[src/rtl/phase_gen_pkg.sv]
// Shared definitions for the multi-phase non-overlapping phase generator.
// Holds the FSM encoding, the O_S reset level and the legal parameter ranges.
package phase_gen_pkg;

   localparam logic [1:0] ST_IDLE = 2'd0;
   localparam logic [1:0] ST_ACT  = 2'd1;
   localparam logic [1:0] ST_DEAD = 2'd2;

   typedef enum logic [1:0] {
      StIdle = ST_IDLE,
      StAct  = ST_ACT,
      StDead = ST_DEAD
   } state_e;

   localparam logic OS_RST = 1'b1;

   localparam int unsigned PHASES_MIN = 2;
   localparam int unsigned PHASES_MAX = 8;
   localparam int unsigned CW_MIN     = 1;
   localparam int unsigned CW_MAX     = 16;

   function automatic bit params_ok(input int unsigned phases, input int unsigned cw);
      return (phases >= PHASES_MIN) && (phases <= PHASES_MAX) &&
             (cw >= CW_MIN) && (cw <= CW_MAX);
   endfunction

endpackage

[src/rtl/phase_gen_if.sv]
// Control and phase-output bundle of phase_gen; master drives control, slave is the generator.
interface phase_gen_if #(
   parameter int unsigned PHASES = 2,
   parameter int unsigned CW     = 4
) ();

   logic              i_en;
   logic              i_mode;
   logic              i_step;
   logic [CW-1:0]     i_pw;
   logic [CW-1:0]     i_gap;
   logic [PHASES-1:0] o_ph;
   logic              o_s;
   logic              o_sync;
   logic              o_busy;

   modport master (
      output i_en,
      output i_mode,
      output i_step,
      output i_pw,
      output i_gap,
      input  o_ph,
      input  o_s,
      input  o_sync,
      input  o_busy
   );

   modport slave (
      input  i_en,
      input  i_mode,
      input  i_step,
      input  i_pw,
      input  i_gap,
      output o_ph,
      output o_s,
      output o_sync,
      output o_busy
   );

endinterface

[src/rtl/phase_gen_timer.sv]
// Loadable down-counter shared by the ACT (high width) and DEAD (gap) segments.
module phase_gen_timer
   import phase_gen_pkg::*;
#(
   parameter int unsigned CW = 4
) (
   input  logic          i_clk,
   input  logic          i_rst,
   input  logic          i_load,
   input  logic [CW-1:0] i_load_val,
   input  logic          i_dec,
   output logic          o_zero
);

   logic [CW-1:0] r_cnt;

   // Load wins over decrement so a new segment always starts from its full count.
   always_ff @(posedge i_clk) begin
      if (!i_rst) begin
         r_cnt <= '0;
      end else if (i_load) begin
         r_cnt <= i_load_val;
      end else if (i_dec) begin
         r_cnt <= r_cnt - 1'b1;
      end
   end

   assign o_zero = (r_cnt == '0);

endmodule

[src/rtl/phase_gen.sv]
// Multi-phase non-overlapping phase generator: FSM, phase index and registered outputs.
// All outputs are flops loaded from the next-state decode, so they never glitch.
module phase_gen
   import phase_gen_pkg::*;
#(
   parameter int unsigned PHASES = 2,
   parameter int unsigned CW     = 4
) (
   input  logic       i_clk,
   input  logic       i_rst,
   phase_gen_if.slave io_bus
);

   localparam int unsigned   IW       = $clog2(PHASES);
   localparam logic [IW-1:0] IDX_LAST = IW'(PHASES - 1);

   if (!params_ok(PHASES, CW)) begin : g_param_check
      $error("phase_gen: PHASES must be 2..8 and CW 1..16");
   end

   logic              r_en;
   logic              r_mode;
   logic              r_step;
   state_e            r_state;
   state_e            w_state_d;
   logic [IW-1:0]     r_idx;
   logic [IW-1:0]     w_idx_d;
   logic [PHASES-1:0] r_ph;
   logic [PHASES-1:0] w_ph_d;
   logic              r_os;
   logic              r_sync;
   logic              r_busy;
   logic              w_go;
   logic              w_start;
   logic              w_boundary;
   logic              w_load;
   logic              w_dec;
   logic              w_zero;
   logic [CW-1:0]     w_load_val;

   // Requests are registered once: a request seen at edge k shows on the outputs after k+1.
   // STEP is dropped while busy so it can never be queued for the next frame.
   always_ff @(posedge i_clk) begin
      if (!i_rst) begin
         r_en   <= 1'b0;
         r_mode <= 1'b0;
         r_step <= 1'b0;
      end else begin
         r_en   <= io_bus.i_en;
         r_mode <= io_bus.i_mode;
         r_step <= io_bus.i_step & ~r_busy;
      end
   end

   phase_gen_timer #(
      .CW(CW)
   ) u_timer (
      .i_clk      (i_clk),
      .i_rst      (i_rst),
      .i_load     (w_load),
      .i_load_val (w_load_val),
      .i_dec      (w_dec),
      .o_zero     (w_zero)
   );

   always_comb begin
      w_state_d  = r_state;
      w_idx_d    = r_idx;
      w_start    = 1'b0;
      w_boundary = 1'b0;
      w_load     = 1'b0;
      w_load_val = io_bus.i_pw;
      w_dec      = 1'b0;
      w_go       = r_en & (~r_mode | r_step);

      unique case (r_state)
         StIdle: begin
            if (w_go) begin
               w_state_d = StAct;
               w_idx_d   = '0;
               w_start   = 1'b1;
            end
         end
         StAct: begin
            if (!w_zero) begin
               w_dec = 1'b1;
            end else if (io_bus.i_gap != '0) begin
               w_state_d  = StDead;
               w_load     = 1'b1;
               w_load_val = io_bus.i_gap - 1'b1;
            end else begin
               w_boundary = 1'b1;
            end
         end
         StDead: begin
            if (!w_zero) begin
               w_dec = 1'b1;
            end else begin
               w_boundary = 1'b1;
            end
         end
         default: begin
            w_state_d = StIdle;
            w_idx_d   = '0;
         end
      endcase

      // EN and MODE only matter here, so a frame in flight always completes.
      if (w_boundary) begin
         if (r_idx != IDX_LAST) begin
            w_state_d = StAct;
            w_idx_d   = r_idx + 1'b1;
            w_start   = 1'b1;
         end else if (!r_mode && r_en) begin
            w_state_d = StAct;
            w_idx_d   = '0;
            w_start   = 1'b1;
         end else begin
            w_state_d = StIdle;
            w_idx_d   = '0;
         end
      end

      if (w_start) begin
         w_load     = 1'b1;
         w_load_val = io_bus.i_pw;
      end
   end

   always_comb begin
      w_ph_d = '0;
      for (int i = 0; i < int'(PHASES); i++) begin
         w_ph_d[i] = (w_state_d == StAct) && (w_idx_d == IW'(i));
      end
   end

   always_ff @(posedge i_clk) begin
      if (!i_rst) begin
         r_state <= StIdle;
         r_idx   <= '0;
         r_ph    <= '0;
         r_os    <= OS_RST;
         r_sync  <= 1'b0;
         r_busy  <= 1'b0;
      end else begin
         r_state <= w_state_d;
         r_idx   <= w_idx_d;
         r_ph    <= w_ph_d;
         r_os    <= r_os ^ w_start;
         r_sync  <= w_start && (w_idx_d == '0);
         r_busy  <= (w_state_d != StIdle);
      end
   end

   assign io_bus.o_ph   = r_ph;
   assign io_bus.o_s    = r_os;
   assign io_bus.o_sync = r_sync;
   assign io_bus.o_busy = r_busy;

endmodule

[src/flat_wrapper.sv]
// flat-port wrapper written by rule: the top's interface ports become plain ports
module phase_gen_flat import phase_gen_pkg::*;
#(
   parameter int unsigned PHASES = 2,
   parameter int unsigned CW     = 4
)
  (i_clk, i_rst, io_bus_i_en, io_bus_i_mode, io_bus_i_step, io_bus_i_pw, io_bus_i_gap, io_bus_o_ph, io_bus_o_s, io_bus_o_sync, io_bus_o_busy);
  phase_gen_if #(.PHASES(PHASES), .CW(CW)) io_bus_i ();
  input  logic i_clk;
  input  logic i_rst;
  input wire logic [$bits(io_bus_i.i_en)-1:0] io_bus_i_en;
  input wire logic [$bits(io_bus_i.i_mode)-1:0] io_bus_i_mode;
  input wire logic [$bits(io_bus_i.i_step)-1:0] io_bus_i_step;
  input wire logic [$bits(io_bus_i.i_pw)-1:0] io_bus_i_pw;
  input wire logic [$bits(io_bus_i.i_gap)-1:0] io_bus_i_gap;
  output wire logic [$bits(io_bus_i.o_ph)-1:0] io_bus_o_ph;
  output wire logic [$bits(io_bus_i.o_s)-1:0] io_bus_o_s;
  output wire logic [$bits(io_bus_i.o_sync)-1:0] io_bus_o_sync;
  output wire logic [$bits(io_bus_i.o_busy)-1:0] io_bus_o_busy;
  assign io_bus_i.i_en = io_bus_i_en;
  assign io_bus_i.i_mode = io_bus_i_mode;
  assign io_bus_i.i_step = io_bus_i_step;
  assign io_bus_i.i_pw = io_bus_i_pw;
  assign io_bus_i.i_gap = io_bus_i_gap;
  assign io_bus_o_ph = io_bus_i.o_ph;
  assign io_bus_o_s = io_bus_i.o_s;
  assign io_bus_o_sync = io_bus_i.o_sync;
  assign io_bus_o_busy = io_bus_i.o_busy;
  phase_gen #(.PHASES(PHASES), .CW(CW)) u_core (.i_clk(i_clk), .i_rst(i_rst), .io_bus(io_bus_i));
endmodule
[config.mk]
export PLATFORM = sky130hd
export DESIGN_NAME = phase_gen_flat
export DESIGN_NICKNAME = d
export VERILOG_FILES = /design/src/rtl/phase_gen_pkg.sv /design/src/rtl/phase_gen_if.sv /design/src/rtl/phase_gen_timer.sv /design/src/rtl/phase_gen.sv /design/src/flat_wrapper.sv
export SDC_FILE = /design/constraint.sdc
export NUM_CORES = 1
export LEC_CHECK = 0
export ABC_AREA = 0
export BUFFER_PORTS_ARGS = -buffer_cell sky130_fd_sc_hd__buf_2
export CAP_MARGIN = 20
export CORE_MARGIN = 10
export CORE_UTILIZATION = 52
export DETAILED_ROUTE_END_ITERATION = 16
export PLACE_DENSITY = 0.87
export SLEW_MARGIN = 30
export SYNTH_ARGS = -nofsm -noshare
export SYNTH_HDL_FRONTEND = slang
export SYNTH_SLANG_ARGS = --single-unit
[constraint.sdc]
create_clock -name i_clk -period 2.8 [get_ports i_clk]
set_clock_uncertainty 0.15 [all_clocks]
set_input_delay 0.56 -clock i_clk [delete_from_list [all_inputs] [get_ports i_clk]]
set_output_delay 0.56 -clock i_clk [all_outputs]
set_load 0.05 [all_outputs]
==> results of run 1 <==
worst register-to-register path, cell delays in order, from the launching register on:
cell	delay, ns
sky130_fd_sc_hd__dfxtp_1	0.34
sky130_fd_sc_hd__inv_1	0.12
sky130_fd_sc_hd__ha_1	0.28
sky130_fd_sc_hd__nor4bb_4	0.38
sky130_fd_sc_hd__o211ai_1	0.23
sky130_fd_sc_hd__o21a_1	0.35
sky130_fd_sc_hd__o21ai_0	0.21
sky130_fd_sc_hd__a21oi_1	0.07
registers in the layout (all words and copies together) (netlist names):
name and count:
u_core.io_bus.o_busy 1, u_core.io_bus.o_ph 2, u_core.io_bus.o_s 1, u_core.io_bus.o_sync 1, u_core.r_en 1, u_core.r_idx 1
u_core.r_mode 1, u_core.r_state 2, u_core.r_step 1, u_core.u_timer.r_cnt 4
kinds of logic (layout without fill, tap and decap cells):
| kind of cell | after synthesis | in the layout | share of synthesized area [%] |
|---|---|---|---|
| AO/OA/AOI/OAI | 29 | 29 | 24.2 |
| adder cells (fa/ha/maj) | 7 | 7 | 10.2 |
| buffers and inverters | 17 | 36 | 7.55 |
| flip-flops | 15 | 15 | 34.8 |
| XOR/XNOR | 1 | 1 | 1.02 |
| AND/OR/NAND/NOR | 30 | 30 | 22.2 |
cell type report:
type                            count  area share, %
Multi-Input combinational cell     67           50.2
Sequential cell                    15           30.3
Timing Repair Buffer               18           9.36
Inverter                           14           5.31
Clock buffer                        3           2.28
Tap cell                           16           2.02
Clock inverter                      1          0.506
worst max path at each step:
stage	slack, ns	cells after the start	from	end
5_1_grt	0.42	7	u_core.r_state[1]	u_core.u_timer.r_cnt[1]
3_5_place_dp	0.43	8	io_bus_i_gap[0]	u_core.u_timer.r_cnt[1]
4_1_cts	0.57	7	u_core.r_state[1]	u_core.u_timer.r_cnt[1]
6_report	0.54	7	u_core.r_state[1]	u_core.u_timer.r_cnt[1]
2_1_floorplan	0.70	7	io_bus_i_gap[0]	u_core.io_bus.o_ph[1]
3_3_place_gp	0.51	8	io_bus_i_gap[0]	u_core.io_bus.o_s
per-layer routing:
layer,global-route usage (%),part of all wire (%)
met5,0,0
met4,6.90,0.47
met3,2.30,7.6
met2,16.2,48
met1,12.4,44
power groups by stage:
stage | clock network, mW | registers [mW] | logic, mW
after CTS | 0.119 | 0.291 | 0.394
after global routing | 0.132 | 0.297 | 0.431
final | 0.115 | 0.293 | 0.399
after global placement | 0 | 0.294 | 0.377
after floorplan | 0 | 0.337 | 0.258
after detailed placement | 0 | 0.296 | 0.390
Yosys cell counts (2+ instances only):
cell	count
sky130_fd_sc_hd__nor3b_1	2
sky130_fd_sc_hd__o21ai_0	3
sky130_fd_sc_hd__a31oi_1	4
sky130_fd_sc_hd__inv_1	14
sky130_fd_sc_hd__nor3_1	4
sky130_fd_sc_hd__clkbuf_1	2
sky130_fd_sc_hd__a21oi_1	3
sky130_fd_sc_hd__o21ai_1	3
sky130_fd_sc_hd__nor2_1	2
sky130_fd_sc_hd__a311o_1	2
sky130_fd_sc_hd__and2_1	4
sky130_fd_sc_hd__nand2b_1	2
sky130_fd_sc_hd__nand2_1	7
sky130_fd_sc_hd__nand3_1	2
sky130_fd_sc_hd__dfxtp_1	15
sky130_fd_sc_hd__ha_1	7
sky130_fd_sc_hd__o22ai_1	2
==> metrics.log, run 1 <==
[metrics] fillers: 135
[metrics] CTS Sinks: 15
[metrics] worst-path cell with the longest stage delay: sky130_fd_sc_hd__nor4bb_4
[metrics] antenna fix cells: 0
[metrics] clock network power share: approximately 14%
[metrics] Yosys warnings: 0
[metrics] area fraction of the dominant cell type after synthesis: approximately a third
[metrics] HPWL Detailed: around 1500 um
[metrics] Crit Path Class: flip-flop to flip-flop
[metrics] cell types with the largest area share after synthesis: sky130_fd_sc_hd__dfxtp_1, sky130_fd_sc_hd__ha_1, sky130_fd_sc_hd__inv_1
[metrics] areal power density over the cells: between 800 and 900 nW/um2
[metrics] wire length of the first global-routing pass: 3090 um
[metrics] 1st-pass router iterations: 4
[metrics] Die Ht: approximately 61 um
[metrics] Core Box Area: between 1500 and 2000 um2
[metrics] sequential fraction of design power: a little over a third
[metrics] initial antenna violation count: 0
[metrics] post-route minimum period: 2.26 ns
[metrics] clk_lat worst skew: roughly 0.27 ns
[metrics] via density per instance: 5.85
[metrics] Hold Path End: u_core.r_step
[metrics] count of non-filler cells in the finished layout: between 100 and 150
[metrics] Setup-failing EPs final: 0
[metrics] GR Overflow Total: 0
[metrics] H-tree depth reported by CTS: 1
[metrics] sum of internal, switching and leakage power: ~810 uW
[metrics] Total Nets Final: roughly 140
[metrics] total number of vias: 784
[metrics] switching part of the total: around two fifths
[metrics] unrepaired setup endpoints after global routing: no
[metrics] number of cells upsized or downsized after cts: 0
[metrics] least setup slack across all paths after layout: about 0.54 ns
[metrics] post-route cell area: 990 um2
[metrics] sequential cell area: 300 um2
[metrics] Hold Vio Cnt, Final: 0
[metrics] Async SR Flop Fraction: 0%
[metrics] leakage dissipation: about 0.44 nW
[metrics] First DRT Iteration DRCs: 34
[metrics] fraction of final layout cells sized beyond drive strength 1: 22.0%
[metrics] area of combinational cells with multiple inputs: roughly 500 um2
[metrics] crit path cell chain: inv_1, ha_1, nor4bb_4, o211ai_1, o21a_1, o21ai_0, a21oi_1
[metrics] TritonCTS clock tree: done
[metrics] CP Data Arrival Time: around 2.3 ns
[metrics] Hold Crit Class: flip-flop to flip-flop
[metrics] flop and latch count out of synthesis: 15
[metrics] number of buffers added to fix hold violations after cts: 0
[metrics] Mapped Cells: 99
[metrics] Worst Hold Margin: about 0.26 ns
[metrics] buffer count from post-CTS setup fixing: 0
[metrics] via count of the first global-routing pass: roughly 750
[metrics] startpoint type of the worst setup path: flip-flop
[metrics] maximum operating frequency: about 0.44 GHz
[metrics] number of cells traversed by the worst hold path: 1
[metrics] mapped cell area: between 800 and 900 um2
[metrics] count of unique library cells instantiated by Yosys: 38
[metrics] largest area contributor in the synthesized netlist: sky130_fd_sc_hd__dfxtp_1
[metrics] most frequent cells in the layout: sky130_fd_sc_hd__buf_2, sky130_fd_sc_hd__dfxtp_1, sky130_fd_sc_hd__inv_1
[metrics] Total Negative Setup Slacks: 0 ns
[metrics] cell count of the worst reg-to-reg path: 7
[metrics] maximum capacitance violations: 0
[metrics] Post-Route WL: around 1900 um
[metrics] worst supply voltage drop on vdd: about 500 uV
[metrics] Post-synth top flop: sky130_fd_sc_hd__dfxtp_1
[metrics] initial cell density of the core: 55.9%
[metrics] quantity of I/O buffers inserted on ports: 17
[metrics] floorplan die area: 3690 um2
[metrics] placer's final routability congestion estimate: 0.813
[metrics] transition at the pin with the smallest max-transition slack: 0.446 ns
[metrics] Worst Path Buf+Inv: 1
[metrics] remaining antenna violation count after routing: 0
[metrics] top-level I/O count: 18
[metrics] max-slew violations: 0
[metrics] post-place setup slack: approximately 0.43 ns
[metrics] maximum fanout along the worst path: 10
[metrics] Rel. slew slack: a little over two thirds
[metrics] Post-Place Cells: 130
[metrics] TritonCTS Buffers: 3
[metrics] buffer levels on the longest clock path: 2
[metrics] origin of the worst min-delay path: u_core.io_bus.o_busy
[metrics] Worst path top cell family by delay: compound AO/OA/AOI/OAI gates
[metrics] Period Utilization, post-route: between 80% and 90%
[metrics] cell area reported after detailed placement: a little under 1000 um2
[metrics] Setup crit end kind: flip-flop
[metrics] startpoint of the worst register-to-register path: u_core.r_state[1]
[metrics] proportion of power drawn by combinational gates: between 40% and 50%
[metrics] flop-to-flop setup slack: 0.54 ns
[metrics] Clk pin slew, worst setup/hold paths: around 0.08 ns
[metrics] portion of the post-synthesis area used by sequential elements: about a third
[metrics] most common cell after layout, fill and taps aside: sky130_fd_sc_hd__buf_2
[metrics] Post-Syn Area per Cell: 8.71 um2
[metrics] per-cell routed wire length: 14.2 um
[metrics] number of flops mapped to enable cells by yosys: 0
[metrics] highest cell delay on the worst timing path: approximately 0.38 ns
[metrics] x dimension of the die: between 60 and 70 um
[metrics] Synth Net Count: 119
[metrics] maximum number of pins on one net before global-route repair: 13
[metrics] # rows: 14
[metrics] result of the run: completed
[metrics] clock root buffer: sky130_fd_sc_hd__clkbuf_4
[metrics] endpoint of the most critical register-to-register path: u_core.u_timer.r_cnt[1]
[metrics] cell-internal power: roughly 470 uW
[metrics] critical path required time: 2.79 ns
[metrics] switching power of the nets: between 300 and 400 uW
[metrics] global-route total usage across every layer: about a tenth
[metrics] post-layout util: roughly 64%
[metrics] DR DRC count: 0
[metrics] P&R area growth vs syn: 14.8%
(Power assumes the default switching activity.)
==> run 2: changes to the inputs <==
--- a/config.mk
+++ b/config.mk
@@ -5,13 +5,13 @@
 export SDC_FILE = /design/constraint.sdc
 export NUM_CORES = 1
 export LEC_CHECK = 0
-export ABC_AREA = 0
+export ABC_AREA = 1
 export BUFFER_PORTS_ARGS = -buffer_cell sky130_fd_sc_hd__buf_2
 export CAP_MARGIN = 20
 export CORE_MARGIN = 10
-export CORE_UTILIZATION = 52
+export CORE_UTILIZATION = 48
 export DETAILED_ROUTE_END_ITERATION = 16
-export PLACE_DENSITY = 0.87
+export PLACE_DENSITY = 0.85
 export SLEW_MARGIN = 30
 export SYNTH_ARGS = -nofsm -noshare
 export SYNTH_HDL_FRONTEND = slang
==> constraint.sdc (replaced) <==
create_clock -name i_clk -period 1.8 [get_ports i_clk]
set_clock_uncertainty 0.15 [all_clocks]
set_input_delay 0.36 -clock i_clk [delete_from_list [all_inputs] [get_ports i_clk]]
set_output_delay 0.36 -clock i_clk [all_outputs]
set_load 0.05 [all_outputs]
==> metrics.log, run 2 <==
[metrics] critical path required time: 1.82 ns (-0.97 ns)
[metrics] switching power of the nets: 641 uW (+92%)
[metrics] transition at the pin with the smallest max-transition slack: 0.253 ns (-0.193 ns)
[metrics] Synth Net Count: 158 (+33%)
[metrics] number of flops mapped to enable cells by yosys: 0 (unchanged)
[metrics] startpoint type of the worst setup path: flip-flop
[metrics] maximum operating frequency: 0.588 GHz (+33%)
[metrics] least setup slack across all paths after layout: 0.100 ns (-0.442 ns)
[metrics] max-slew violations: 0 (unchanged)
[metrics] First DRT Iteration DRCs: 21 (-38%)
[metrics] placer's final routability congestion estimate: 0.930 (+14%)
[metrics] post-route minimum period: 1.70 ns (-0.558 ns)
[metrics] per-cell routed wire length: 11.1 um (-21%)
[metrics] global-route total usage across every layer: 9.96% (-0.39 points)
[metrics] TritonCTS Buffers: 3 (unchanged)
[metrics] met1 layer usage reported by global route: 11.4% (-0.99 points)
[metrics] mapped cell area: 937 um2 (+8.7%)
[metrics] quantity of I/O buffers inserted on ports: 17 (unchanged)
[metrics] Mapped Cells: 138 (+39%)
[metrics] clock network power share: 13.4% (-0.9 points)
[metrics] cell area reported after detailed placement: 1060 um2 (+11%)
[metrics] buffer levels on the longest clock path: 2 (unchanged)
[metrics] # rows: 15 (+1)
[metrics] proportion of power drawn by combinational gates: 52.1% (+2.6 points)
[metrics] most congested layer reported by global routing: met2
[metrics] Die Ht: 64.2 um (+5.7%)
[metrics] Crit Path Class: flip-flop to flip-flop
[metrics] met3 Use GR: 4.18% (+1.9 points)
[metrics] crit path cell chain: inv_2, ha_2, nand3_1, nand2_2, nand3_4, nand4_1, o21ai_1, nor2_1
[metrics] Post-Syn Area per Cell: 6.79 um2 (-22%)
[metrics] clk_lat worst skew: 0.28 ns (about the same)
[metrics] antenna fix cells: 0 (unchanged)
[metrics] post-place setup slack: 0.0410 ns (-0.387 ns)
[metrics] Largest Register: u_core.u_timer.r_cnt
[metrics] Clk pin slew, worst setup/hold paths: 0.09 ns (about the same)
[metrics] sequential fraction of design power: 34.5% (-1.8 points)
[metrics] cell-internal power: 759 uW (+61%)
[metrics] initial antenna violation count: 0 (unchanged)
[metrics] worst supply voltage drop on vdd: 702 uV (+39%)
[metrics] area fraction of the dominant cell type after synthesis: 32.0% (-2.8 points)
[metrics] floorplan die area: 4120 um2 (+12%)
[metrics] portion of the post-synthesis area used by sequential elements: 32.0% (-2.8 points)
[metrics] Total Nets Final: 181 (+30%)
[metrics] remaining antenna violation count after routing: 0 (unchanged)
[metrics] Setup-failing EPs final: 0 (unchanged)
[metrics] met2 capacity usage during global routing: 17.5% (+1.4 points)
[metrics] DR DRC count: 0 (unchanged)
[metrics] Core Box Area: 1780 um2 (+16%)
[metrics] fraction of final layout cells sized beyond drive strength 1: 25.6% (+3.6 points)
[metrics] fillers: 163 (+21%)
[metrics] maximum capacitance violations: 0 (unchanged)
[metrics] via count of the first global-routing pass: 823 (+9.2%)
[metrics] Post-Route WL: 2060 um (+8.6%)
[metrics] flop and latch count out of synthesis: 15 (unchanged)
[metrics] initial cell density of the core: 52.6% (-3.4 points)
[metrics] HPWL Detailed: 1630 um (+7.4%)
[metrics] top-level I/O count: 18 (unchanged)
[metrics] maximum number of pins on one net before global-route repair: 13 (unchanged)
[metrics] Hold Crit Class: input pin to flip-flop
[metrics] TritonCTS clock tree: done
[metrics] clock root buffer: sky130_fd_sc_hd__clkbuf_4
[metrics] Worst Path Buf+Inv: 1 (unchanged)
[metrics] post-route cell area: 1120 um2 (+13%)
[metrics] switching part of the total: 45.8% (+4.4 points)
[metrics] maximum fanout along the worst path: 6 (-4)
[metrics] total number of vias: 873 (+11%)
[metrics] H-tree depth reported by CTS: 1 (unchanged)
[metrics] P&R area growth vs syn: 19.5%
[metrics] Worst path top cell family by delay: simple AND/OR/NAND/NOR gates
[metrics] Post-synth top flop: sky130_fd_sc_hd__dfxtp_1
[metrics] x dimension of the die: 64.2 um (+5.7%)
[metrics] cell types with the largest area share after synthesis: sky130_fd_sc_hd__dfxtp_1, sky130_fd_sc_hd__nand2_1, sky130_fd_sc_hd__inv_1
[metrics] Total Negative Setup Slacks: 0 ns (unchanged)
[metrics] number of buffers added to fix hold violations after cts: 0 (unchanged)
[metrics] leakage dissipation: 0.595 nW (+37%)
[metrics] worst-path cell with the longest stage delay: sky130_fd_sc_hd__dfxtp_1
[metrics] result of the run: completed
[metrics] wire length of the first global-routing pass: 3460 um (+12%)
[metrics] areal power density over the cells: 1250 nW/um2 (+53%)
[metrics] most common cell after layout, fill and taps aside: sky130_fd_sc_hd__nand2_1
[metrics] count of unique library cells instantiated by Yosys: 22 (-42%)
[metrics] Period Utilization, post-route: 94.4% (+14 points)
[metrics] highest cell delay on the worst timing path: 0.36 ns (-0.02 ns)
[metrics] 1st-pass router iterations: 4 (unchanged)
[metrics] CP Data Arrival Time: 1.72 ns (-0.53 ns)
[metrics] GR Overflow Total: 0 (unchanged)
[metrics] most frequent cells in the layout: sky130_fd_sc_hd__nand2_1, sky130_fd_sc_hd__inv_1, sky130_fd_sc_hd__nor2_1
[metrics] unrepaired setup endpoints after global routing: no
[metrics] Yosys warnings: 0 (unchanged)
[metrics] Async SR Flop Fraction: 0% (unchanged)
[metrics] most used standard cells in the synthesized netlist: sky130_fd_sc_hd__nand2_1, sky130_fd_sc_hd__inv_1, sky130_fd_sc_hd__nor2_1, sky130_fd_sc_hd__dfxtp_1, sky130_fd_sc_hd__o21ai_0
[metrics] most used standard cell by instance count after synthesis: sky130_fd_sc_hd__nand2_1
[metrics] number of flip-flops under the largest register name: 4 (unchanged)
[metrics] Rel. slew slack: 83.1% (+13 points)
[metrics] Setup crit end kind: flip-flop
[metrics] largest area contributor in the synthesized netlist: sky130_fd_sc_hd__dfxtp_1
[metrics] via density per instance: 4.72 (-19%)
[metrics] CTS Sinks: 15 (unchanged)
[metrics] Hold Vio Cnt, Final: 0 (unchanged)
run 2: changes by cell type after synthesis, sizes merged, moves of 3 or more:
cell	before	now
nand2	7	34
nor2	2	24
and2	4	0
nor3b	3	0
a31oi	4	0
inv	14	25
o21ai	6	10
nand3	2	8
run 2: power groups by stage:
stage,clock network (mW),logic [mW],registers [mW]
6_report,0.188,0.730,0.483
2_1_floorplan,0,0.457,0.548
4_1_cts,0.193,0.686,0.475
3_3_place_gp,0,0.664,0.476
5_1_grt,0.211,0.825,0.494
3_5_place_dp,0,0.678,0.478
run 2: routing by layer:
metal,part of all wire (%),vias up
met5,0,-
met1,44,386
li1,-,473
met3,4.0,2
met2,52,12
met4,0.39,0
run 2: area by class of cell:
type / instances / area (um2) / share of cell area (%)
inverter: 25 / 93.8 / 8.38
timing repair buffer: 19 / 100 / 8.94
clock buffer: 3 / 22.5 / 2.01
clock inverter: 1 / 5.00 / 0.447
tap: 25 / 31.3 / 2.79
multi-input combinational: 97 / 563 / 50.3
sequential: 15 / 304 / 27.2
run 2: worst paths after layout:
kind	startpoint	end	slack, ns	cells after the start
setup / recovery	u_core.r_state[1]	u_core.u_timer.r_cnt[1]	0.10	8
hold / removal	io_bus_i_en	u_core.r_en	0.11	3
setup reg to reg	u_core.r_state[1]	u_core.u_timer.r_cnt[1]	0.10	8
hold reg to reg	u_core.io_bus.o_busy	u_core.r_step	0.26	1
run 2: what timing repair did:
| action | CTS | global route |
|---|---|---|
| setup buffers | 0 | 0 |
| gates resized for setup | 0 | 13 |
| setup endpoints to repair | 0 | 10 |
| endpoints found under the hold margin | 0 | 0 |
run 2: cell families after synthesis:
family	Yosys count	synth area share (%)
adders and majority gates	7	9.35
and+or+nand+nor	71	34.6
DFF	15	32.0
AOI/OAI and AO/OA	16	10.7
buffers and inverters	26	10.5
xor gates and xnor gates	3	2.80
run 2: metrics by stage:
step | total power, mW | cells | util (%) | hold WS [ns]
detailed placement | 1.16 | 181 | 59.6 | 0.258
global placement | 1.14 | 181 | 59.6 | 0.252
global route | 1.53 | 185 | 62.8 | 0.0964
floorplan | 1.01 | 138 | - | 0.303
finish | 1.40 | 185 | 62.8 | 0.105
CTS | 1.35 | 185 | 61.2 | 0.102
run 2: worst min-delay path, delay by kind of cell:
| kind | cells | cell delay [ns] |
|---|---|---|
| buffers and inverters | 2 | 0.11 |
| AND/OR/NAND/NOR | 1 | 0.04 |
==> run 3: changes to the inputs <==
--- a/config.mk
+++ b/config.mk
@@ -5,13 +5,12 @@
 export SDC_FILE = /design/constraint.sdc
 export NUM_CORES = 1
 export LEC_CHECK = 0
-export ABC_AREA = 1
 export BUFFER_PORTS_ARGS = -buffer_cell sky130_fd_sc_hd__buf_2
 export CAP_MARGIN = 20
 export CORE_MARGIN = 10
-export CORE_UTILIZATION = 48
+export CORE_UTILIZATION = 47
 export DETAILED_ROUTE_END_ITERATION = 16
-export PLACE_DENSITY = 0.85
+export PLACE_DENSITY = 0.84
 export SLEW_MARGIN = 30
 export SYNTH_ARGS = -nofsm -noshare
 export SYNTH_HDL_FRONTEND = slang
==> metrics.log, run 3 (same netlist as run 1, synthesis figures left out) <==
[metrics] x dimension of the die: 62.8 um (-2.1%)
[metrics] max-slew violations: 0 (unchanged)
[metrics] maximum fanout along the worst path: 5 (-1)
[metrics] fillers: 112 (-31%)
[metrics] placer's final routability congestion estimate: 0.721 (-22%)
[metrics] clk_lat worst skew: 0.27 ns (about the same)
[metrics] # rows: 15 (unchanged)
[metrics] total number of vias: 926 (+6.1%)
[metrics] count of non-filler cells in the finished layout: 167 (-9.7%)
[metrics] post-layout util: 78.6% (+16 points)
[metrics] Setup crit end kind: flip-flop
[metrics] number of buffers added to fix hold violations after cts: 0 (unchanged)
[metrics] Hold Vio Cnt, Final: 0 (unchanged)
[metrics] per-cell routed wire length: 16.3 um (+46%)
[metrics] antenna fix cells: 0 (unchanged)
[metrics] critical path required time: 1.82 ns (about the same)
[metrics] least setup slack across all paths after layout: -0.122 ns (-0.223 ns)
[metrics] result of the run: complete, but fails checks
[metrics] cell area reported after detailed placement: 1160 um2 (+8.9%)
[metrics] remaining antenna violation count after routing: 0 (unchanged)
[metrics] initial antenna violation count: 0 (unchanged)
[metrics] maximum operating frequency: 0.520 GHz (-12%)
[metrics] HPWL Detailed: 1690 um (+3.4%)
[metrics] initial cell density of the core: 49.9% (-2.6 points)
[metrics] Die Ht: 62.8 um (-2.1%)
[metrics] most common cell after layout, fill and taps aside: sky130_fd_sc_hd__buf_4
[metrics] P&R area growth vs syn: 57.5%
[metrics] worst supply voltage drop on vdd: 1110 uV (+58%)
[metrics] Largest Register: u_core.u_timer.r_cnt
[metrics] top-level I/O count: 18 (unchanged)
[metrics] Total Nets Final: 163 (-9.9%)
[metrics] TritonCTS clock tree: done
[metrics] sum of internal, switching and leakage power: 1.73 mW (+23%)
[metrics] maximum capacitance violations: 0 (unchanged)
[metrics] Crit Path Class: input pin to flip-flop
[metrics] most frequent cells in the layout: sky130_fd_sc_hd__buf_4, sky130_fd_sc_hd__buf_2, sky130_fd_sc_hd__dfxtp_1
[metrics] Setup-failing EPs final: 10 (+10)
[metrics] number of flip-flops under the largest register name: 4 (unchanged)
[metrics] CP Data Arrival Time: 1.94 ns (+0.22 ns)
[metrics] buffer levels on the longest clock path: 2 (unchanged)
[metrics] Post-Place Cells: 157 (-13%)
[metrics] leakage dissipation: 0.570 nW (-4.2%)
[metrics] unrepaired setup endpoints after global routing: yes
[metrics] Total Negative Setup Slacks: -0.648 ns (-0.648 ns)
[metrics] transition at the pin with the smallest max-transition slack: 0.481 ns (+0.229 ns)
[metrics] wire length of the first global-routing pass: 4150 um (+20%)
[metrics] via density per instance: 5.54 (+18%)
[metrics] TritonCTS Buffers: 3 (unchanged)
[metrics] DR DRC count: 0 (unchanged)
[metrics] clock root buffer: sky130_fd_sc_hd__clkbuf_4
[metrics] post-route cell area: 1360 um2 (+21%)
[metrics] quantity of I/O buffers inserted on ports: 17 (unchanged)
[metrics] post-route minimum period: 1.92 ns (+0.223 ns)
[metrics] Rel. slew slack: 67.6% (-15 points)
[metrics] post-place setup slack: -0.347 ns (-0.388 ns)
[metrics] CTS Sinks: 15 (unchanged)
[metrics] 1st-pass router iterations: 4 (unchanged)
[metrics] startpoint type of the worst setup path: input pin
[metrics] H-tree depth reported by CTS: 1 (unchanged)
[metrics] Post-Route WL: 2720 um (+32%)
[metrics] Clk pin slew, worst setup/hold paths: 0.08 ns (about the same)
[metrics] via count of the first global-routing pass: 929 (+13%)
[metrics] Worst Hold Margin: 0.139 ns (+0.0335 ns)
[metrics] maximum number of pins on one net before global-route repair: 13 (unchanged)
[metrics] floorplan die area: 3950 um2 (-4.2%)
[metrics] Core Box Area: 1730 um2 (-3.2%)
[metrics] GR Overflow Total: 0 (unchanged)
[metrics] areal power density over the cells: 1270 nW/um2 (+1.7%)
[metrics] fraction of final layout cells sized beyond drive strength 1: 52.8% (+27 points)
[metrics] global-route total usage across every layer: 12.2% (+2.2 points)
[metrics] Hold Crit Class: input pin to flip-flop
[metrics] First DRT Iteration DRCs: 37 (+76%)
[metrics] failing checks: setup timing
[metrics] Period Utilization, post-route: 107% (+12 points)
-- run 3: cell count changes in the layout (fill, tap and decap cells not counted), moves of 3 or more --
cell	previous run	this run
sky130_fd_sc_hd__nand2_1	31	6
sky130_fd_sc_hd__nor2_1	21	1
sky130_fd_sc_hd__nand3_1	7	2
sky130_fd_sc_hd__o21ai_0	4	1
sky130_fd_sc_hd__a31oi_1	0	3
sky130_fd_sc_hd__and2_1	0	4
sky130_fd_sc_hd__buf_4	2	22
sky130_fd_sc_hd__inv_1	22	8
sky130_fd_sc_hd__ha_1	5	2
-- run 3: layer usage --
metal	GRT usage (%)	routed length (um)	up-vias
met3	2.33	112	2
met2	22.2	1420	31
met1	13.7	1170	446
li1	-	-	447
met5	0	0	-
met4	3.91	14	0
-- run 3: worst paths after layout --
| kind | start | to | slack [ns] | cells past startpoint |
|---|---|---|---|---|
| max | io_bus_i_gap[1] | u_core.u_timer.r_cnt[3] | -0.12 | 9 |
| min | io_bus_i_mode | u_core.r_mode | 0.14 | 2 |
| max reg2reg | u_core.r_state[1] | u_core.u_timer.r_cnt[3] | -0.11 | 8 |
| min reg2reg | u_core.io_bus.o_busy | u_core.r_step | 0.29 | 1 |
-- run 3: critical path: stages --
cell	delay, ns
sky130_fd_sc_hd__buf_2	0.16
sky130_fd_sc_hd__inv_12	0.06
sky130_fd_sc_hd__ha_4	0.14
sky130_fd_sc_hd__nor4bb_4	0.36
sky130_fd_sc_hd__o211ai_1	0.25
sky130_fd_sc_hd__buf_4	0.23
sky130_fd_sc_hd__o21a_4	0.21
sky130_fd_sc_hd__nand4_1	0.09
sky130_fd_sc_hd__o21ai_1	0.07
-- run 3: repair_timing --
item,CTS,global route
pin swaps,6,4
hold endpoints to repair,0,0
resized for setup,15,11
buffers inserted,3,3
gates cloned,1,0
setup endpoints to repair,10,11
-- run 3: area by class of cell --
| cell class | instances | area (um2) | area share [%] |
|---|---|---|---|
| repair buffers | 41 | 273 | 20.1 |
| multi-input cells | 68 | 652 | 48.0 |
| flip-flops and latches | 15 | 305 | 22.5 |
| well taps | 25 | 31.3 | 2.30 |
| inverters | 14 | 70.1 | 5.16 |
| clock buffers | 4 | 26.3 | 1.94 |
-- run 3: power breakdown --
group | switching [mW] | internal [mW]
Sequential | 0.0639 | 0.405
Combinational | 0.546 | 0.533
Clock | 0.0930 | 0.0856
Total | 0.703 | 1.02
